===== config.mk =====
export PLATFORM = sky130hd
export DESIGN_NAME = posit_encode_pipe
export DESIGN_NICKNAME = d
export VERILOG_FILES = /design/src/rtl/posit_pkg.sv /design/src/rtl/posit_round_rne.sv /design/src/rtl/posit_encode_pipe.sv
export SDC_FILE = /design/constraint.sdc
export NUM_CORES = 1
export LEC_CHECK = 0
export CAP_MARGIN = 30
export CORE_ASPECT_RATIO = 0.7
export CORE_MARGIN = 2
export CORE_UTILIZATION = 50
export CTS_CLUSTER_DIAMETER = 40
export CTS_CLUSTER_SIZE = 10
export DETAILED_ROUTE_END_ITERATION = 10
export PLACE_DENSITY = 0.84
export SETUP_SLACK_MARGIN = 0.4
export SLEW_MARGIN = 20
export SYNTH_ARGS = -nofsm -noshare
export SYNTH_HDL_FRONTEND = slang
export SYNTH_HIERARCHICAL = 1
export SYNTH_SLANG_ARGS = --single-unit

===== constraint.sdc =====
create_clock -name clk -period 5.2 [get_ports clk]
set_clock_uncertainty 0.2 [all_clocks]
set_input_delay 0.78 -clock clk [delete_from_list [all_inputs] [get_ports clk]]
set_output_delay 0.78 -clock clk [all_outputs]
set_load 0.01 [all_outputs]

===== src/rtl/posit_pkg.sv =====
// Shared posit encoder constants and the regime-field mapping.
package posit_pkg;
  localparam int N  = 10;
  localparam int ES = 4;
  localparam int RG = 2;
  localparam int F  = N - ES - RG - 1;
  localparam int MW = 8;
  localparam int SW = RG + ES + 1;

  localparam logic [N-1:0] MAXPOS_MAG = {2'b00, {(N-2){1'b1}}};
  localparam logic [N-1:0] NAR        = {1'b1, {(N-1){1'b0}}};

  // The regime field is the upper scale bits with the MSB flipped (00->10, 11->01).
  function automatic logic [RG-1:0] regime_map(input logic [RG-1:0] r);
    return {~r[RG-1], r[RG-2:0]};
  endfunction
endpackage


===== src/rtl/posit_round_rne.sv =====
// Combinational scale/fraction increment; round-to-nearest-even when POSIT_ENC_RNE_EN
// is defined, plain truncation otherwise.
module posit_round_rne
  import posit_pkg::*;
(
  input  logic [F-1:0]    frac_i,
  input  logic            guard_i,
  input  logic            sticky_i,
  input  logic [SW-1:0]   scale_i,
  output logic [SW+F-1:0] sum_o
);

  logic rnd;

`ifdef POSIT_ENC_RNE_EN
  function automatic logic rne_inc(input logic g, input logic s, input logic lsb);
    return g & (s | lsb);
  endfunction

  assign rnd = rne_inc(guard_i, sticky_i, frac_i[0]);
`else
  logic unused_gs;
  assign unused_gs = guard_i | sticky_i;
  assign rnd       = 1'b0;
`endif

  // A fraction carry ripples straight into the scale, leaving the fraction cleared.
  assign sum_o = {scale_i, frac_i} + {{(SW+F-1){1'b0}}, rnd};

endmodule


===== src/rtl/posit_encode_pipe.sv =====
// Two-stage posit encoder with valid/ready handshake and maxpos saturation.
// Optional build macro: POSIT_ENC_RNE_EN (round-to-nearest-even; truncation when undefined).
module posit_encode_pipe
  import posit_pkg::*;
(
  input  logic          clk,
  input  logic          reset,
  input  logic          in_valid,
  output logic          in_ready,
  input  logic          in_sign,
  input  logic [SW-1:0] in_scale,
  input  logic [MW-1:0] in_mant,
  input  logic          in_sticky,
  input  logic          in_zero,
  input  logic          in_inf,
  output logic          out_valid,
  input  logic          out_ready,
  output logic [N-1:0]  out_posit,
  output logic          out_zero,
  output logic          out_inf,
  output logic          out_sat
);

  logic en;

  logic [F-1:0]    frac_p0;
  logic            guard_p0;
  logic            sticky_p0;
  logic [SW+F-1:0] sum_p0;

  logic            vld_p1_q;
  logic [SW+F-1:0] sum_p1_q;
  logic            sign_p1_q;
  logic            zero_p1_q;
  logic            inf_p1_q;

  logic [N-1:0]    mag_p1;
  logic            sat_p1;
  logic [N-2:0]    neg_p1;
  logic [N-1:0]    posit_d;
  logic            sat_d;
  logic            zero_d;
  logic            inf_d;

  logic            vld_p2_q;
  logic [N-1:0]    posit_q;
  logic            sat_q;
  logic            zero_q;
  logic            inf_q;

  // Overflowed sums clamp to maxpos; otherwise split the sum into posit fields.
  function automatic logic [N:0] encode_mag(input logic [SW+F-1:0] s);
    if (s[SW+F-1]) return {1'b1, MAXPOS_MAG};
    return {1'b0, 1'b0, regime_map(s[SW+F-2 -: RG]), s[F+ES-1 -: ES], s[F-1:0]};
  endfunction

  assign en       = !vld_p2_q | out_ready;
  assign in_ready = en;

  // ---- stage 0 -> 1: field extraction and rounding increment ----
  assign frac_p0 = in_mant[MW-2 -: F];

`ifdef POSIT_ENC_RNE_EN
  assign guard_p0  = in_mant[MW-2-F];
  assign sticky_p0 = (|in_mant[MW-3-F:0]) | in_sticky;
`else
  logic unused_lsbs;
  assign unused_lsbs = ^{in_mant[MW-2-F:0], in_sticky};
  assign guard_p0    = 1'b0;
  assign sticky_p0   = 1'b0;
`endif

  posit_round_rne u_round (
    .frac_i   (frac_p0),
    .guard_i  (guard_p0),
    .sticky_i (sticky_p0),
    .scale_i  (in_scale),
    .sum_o    (sum_p0)
  );

  always_ff @(posedge clk) begin
    if (reset) begin
      vld_p1_q <= 1'b0;
    end else if (en) begin
      vld_p1_q <= in_valid;
    end
  end

  always_ff @(posedge clk) begin
    if (en && in_valid) begin
      sum_p1_q  <= sum_p0;
      sign_p1_q <= in_sign;
      zero_p1_q <= in_zero;
      inf_p1_q  <= in_inf;
    end
  end

  // ---- stage 1 -> 2: saturation, regime mapping, sign and specials ----
  always_comb begin
    {sat_p1, mag_p1} = encode_mag(sum_p1_q);
    neg_p1  = ~mag_p1[N-2:0] + {{(N-2){1'b0}}, 1'b1};
    posit_d = sign_p1_q ? {1'b1, neg_p1} : mag_p1;
    sat_d   = sat_p1;
    zero_d  = 1'b0;
    inf_d   = 1'b0;
    if (inf_p1_q) begin
      posit_d = NAR;
      sat_d   = 1'b0;
      inf_d   = 1'b1;
    end else if (zero_p1_q) begin
      posit_d = '0;
      sat_d   = 1'b0;
      zero_d  = 1'b1;
    end
  end

  always_ff @(posedge clk) begin
    if (reset) begin
      vld_p2_q <= 1'b0;
      posit_q  <= '0;
      sat_q    <= 1'b0;
      zero_q   <= 1'b0;
      inf_q    <= 1'b0;
    end else if (en) begin
      vld_p2_q <= vld_p1_q;
      if (vld_p1_q) begin
        posit_q <= posit_d;
        sat_q   <= sat_d;
        zero_q  <= zero_d;
        inf_q   <= inf_d;
      end
    end
  end

  assign out_valid = vld_p2_q;
  assign out_posit = posit_q;
  assign out_sat   = sat_q;
  assign out_zero  = zero_q;
  assign out_inf   = inf_q;

endmodule

== Word-level counts from Yosys, hierarchy flattened ==
Cells that the tools add are included.
Operators by class
  $add $sub $neg: 1
  muxes and demuxes: 11
  bitwise operators: 3
  reductions and logical operators: 3
Operators with widths (count)
  $mux 10: 3
  $mux 11: 2
  $add 9x1->9 const B: 1
  $not 9->9: 1
  $mux 1: 6
  $reduce_and 2->1: 1
  $logic_and 1x1->1: 1
  $logic_not 1->1: 1
  $not 1->1: 1
  $or 1x1->1: 1
Word-level totals
  register bits: 28

== Logic depth before layout (Yosys ltp) ==
  depth in word-level cells: 7
  depth in mapped cells: 7
  gate-level depth less buffers: 6

== Cells and area by module ==
Netlist, hierarchy kept.
By module, submodules not included
  posit_encode_pipe: instances 1, cells each 112, area an instance 1213.7 um^2, seq. area each 690.7 um^2
  posit_round_rne: instances 1, cells each 10, area an instance 75.1 um^2, seq. area each 0.0 um^2

== Worst setup path after synthesis ==
No wires, ideal clock.
  kind: reg-to-reg
  start point: reg sum_p1_q[9]
  end point: reg posit_q[4], in the netlist out_posit[4]
  setup time: 0.117 ns
  arrival: 1.865 ns
  data required time: 4.883 ns
  path slack: 3.018 ns
  stages on the path, launching flop included: 7
  buffers on the path: 1
  period minus slack after synthesis: 2.182 ns
  path through: edfxtp_1 clkbuf_1 nor2_1 ha_1 or3b_4 a211o_1 a32o_1
Between the ends
  cells in the longest elaborated chain, start to end: 7
RTL lines
  from (decl): RTL line posit_encode_pipe.sv:32  | logic [SW+F-1:0] sum_p1_q;
  from (signal assigned): RTL line posit_encode_pipe.sv:91  | sum_p1_q <= sum_p0;
  $mux 1 *: RTL line posit_encode_pipe.sv:53  | if (s[SW+F-1]) return {1'b1, MAXPOS_MAG};
  $mux 11 *: RTL line posit_encode_pipe.sv:54  | return {1'b0, 1'b0, regime_map(s[SW+F-2 -: RG]), s[F+ES-1 -: ES], s[F-1:0]};
  $not 9->9: RTL line posit_encode_pipe.sv:101  | neg_p1 = ~mag_p1[N-2:0] + {{(N-2){1'b0}}, 1'b1};
  $add 9x1->9: RTL line posit_encode_pipe.sv:101
  $mux 10 *: RTL line posit_encode_pipe.sv:102  | posit_d = sign_p1_q ? {1'b1, neg_p1} : mag_p1;
  $mux 10 *: RTL line posit_encode_pipe.sv:110  | end else if (zero_p1_q) begin
  $mux 10 *: RTL line posit_encode_pipe.sv:106  | if (inf_p1_q) begin
  to (signal assigned): RTL line posit_encode_pipe.sv:127  | posit_q <= posit_d;
  to (decl): RTL line posit_encode_pipe.sv:46  | logic [N-1:0] posit_q;
Mark *: on every way between the ends. The rest lies on a longest branch, timed or not.
A chain may end at the register's enable or synchronous reset.

== Worst setup path in the final report ==
  start point: in out_ready
  end point: out in_ready
Between the ends
  cells in the longest elaborated chain, start to end: 1
RTL lines
  from (decl): RTL line posit_encode_pipe.sv:17  | input logic out_ready,
  $or 1x1->1: RTL line posit_encode_pipe.sv:57  | assign en = !vld_p2_q | out_ready;
  to (decl): RTL line posit_encode_pipe.sv:9  | output logic in_ready,
No other way between the ends.

==> results_dict.tcl <==
set metrics [dict create \
    met1_usage 0.2135 \
    insertion_delay_ps 270 \
    worst_slew_pin_slew_ps 587.3 \
    hold_path_depth 2 \
    grt_pass1_wl_um 4008 \
    cts_buffers 3 \
    coreArea_um2 2459 \
    path_class "input pin to primary output" \
    slew_headroom 0.6085 \
    std_cell_rows 15 \
    start_kind "input pin" \
    yosys_warnings 6 \
    rsz0062_at_grt "false" \
    first_global_vias 888 \
    syn_avg_cell_area_um2 10.62 \
    status "completed" \
    crit_required_ps 4220 \
    clkSinkCount 28 \
    tns_ps 0 \
    crit_arrival_ps 2030 \
    synth_nets 145 \
    nets 166 \
    grtUsageMet3 0.06112 \
    wl_um 2392 \
    cts-hold-fix-buffers 0 \
    crit_path_end_kind "primary output" \
    dp_hpwl_um 1749 \
    die_area_um2 2998 \
    routed_via_density 5.269 \
    grt_max_degree 17 \
    worst_r2r_path_depth 6 \
    grt_overflow 0 \
    fill_cells 202 \
    power_density_nw_per_um2 289.9 \
    netlist_instances 121 \
    cts_tree "built" \
    drt_pre_antenna_iters 4 \
    clock-root-buffer "clkbuf_8" \
    cts_setup_buffers 0 \
    wl_per_cell_um 13.67 \
    fin_crit_sh 0.5791 \
    n_antenna_cell 0 \
    antenna_found_initial 0 \
    drive_above_1_share 0.08511 \
    hold_path.class "flip-flop to flip-flop" \
    portBuffers 31 \
    clockBufferDepth 2 \
    power.leakage_uw 0.0005532 \
    syn_to_final_growth_pct 25.61 \
    min_period_ps 3012 \
    setup_viol 0 \
    drc_errors 0 \
    drtIter0Drc 52 \
    die_w_um 64.59 \
    gr-usage-all-layers 0.1841 \
    initial_utilization 0.5226 \
    maxSlewViolCount 0 \
    ant_nets 0 \
    grtUsageMet2 0.3333 \
    synth_area_um2 1285 \
    top_usage_layer "met2" \
    clk_pin_slew_worst_paths_ps 90 \
    ir_drop_mv 0.2592 \
    num_vias 922 \
    max_freq_mhz 332.1 \
    maxCapViolations 0 \
    cts_resized 0 \
    die_h_um 46.42 \
    ios 38 \
    fin_hold_ws_ps 256.8 \
    htree_levels 1 \
    p_total_uw 467.9 \
    globalplace.congestion 0.7605 \
    hold_viol_final 0 \
    cp_max_fo 8 \
]
## power by group
| part | switching [µW] | leakage [µW] | total, µW | internal [µW] |
|---|---|---|---|---|
| combinational | 20.1 | 0.000269 | 47.8 | 27.6 |
| clock | 62.9 | 0.0000357 | 166 | 103 |
| sequential | 12.4 | 0.000248 | 254 | 242 |
| total | 95.4 | 0.000553 | 468 | 372 |
## area by class of cell
class / instances / area, µm² / share of cell area
Sequential cell: 28 / 690.7 / 0.4279
Clock buffer: 3 / 41.29 / 0.02558
Multi-Input combinational cell: 77 / 495.5 / 0.3070
Timing Repair Buffer: 31 / 310.3 / 0.1922
Clock inverter: 1 / 30.03 / 0.01860
Inverter: 1 / 3.754 / 0.002326
Tap cell: 34 / 42.54 / 0.02636
## worst max-delay path, stage by stage
cell             delay, ps
clkdlybuf4s50_1        450
nand2b_1               220
clkdlybuf4s50_1        580
## metal layers
| metal | vias up | part of all wire |
|---|---|---|
| li1 | 463 | - |
| met1 | 433 | 0.42 |
| met2 | 24 | 0.52 |
| met3 | 2 | 0.055 |
| met4 | 0 | 0.0092 |
| met5 | - | 0 |
## state kept, by name, summed over array words and instances, names as in the netlist
register   flops
inf_p1_q       1
out_inf        1
out_posit     10
out_sat        1
out_valid      1
out_zero       1
sign_p1_q      1
sum_p1_q      10
vld_p1_q       1
zero_p1_q      1
## placed cells by master, fill, tap and decap left out, types with 3 or more instances in the layout
cell,count
nor3_1,3
nor2_1,12
nor2b_1,3
edfxtp_1,13
clkdlybuf4s50_1,31
nand2_1,11
a32o_1,4
a21oi_1,8
dfxtp_1,15
nand3_1,5
clkbuf_8,3
## worst paths after layout
check | start | endpoint | slack, ps
setup / recovery | out_ready | in_ready | 2190
hold / removal | out_zero$_SDFFE_PP0P_ | out_zero$_SDFFE_PP0P_ | 260
setup reg to reg | sum_p1_q[9]$_DFFE_PP_ | out_posit[8]$_SDFFE_PP0P_ | 2840
hold reg to reg | out_zero$_SDFFE_PP0P_ | out_zero$_SDFFE_PP0P_ | 260
## per-stage QoR
stage / util / cell area (µm²) / worst slack, ps / instances
2_1_floorplan: - / 1285 / 3018 / 121
3_3_place_gp: 0.6275 / 1543 / 2200 / 171
3_5_place_dp: 0.6275 / 1543 / 2187 / 171
4_1_cts: 0.6565 / 1614 / 2183 / 175
5_1_grt: 0.6565 / 1614 / 2128 / 175
6_report: 0.6565 / 1614 / 2188 / 175
Note: power is estimated with default switching activity, not from simulation.
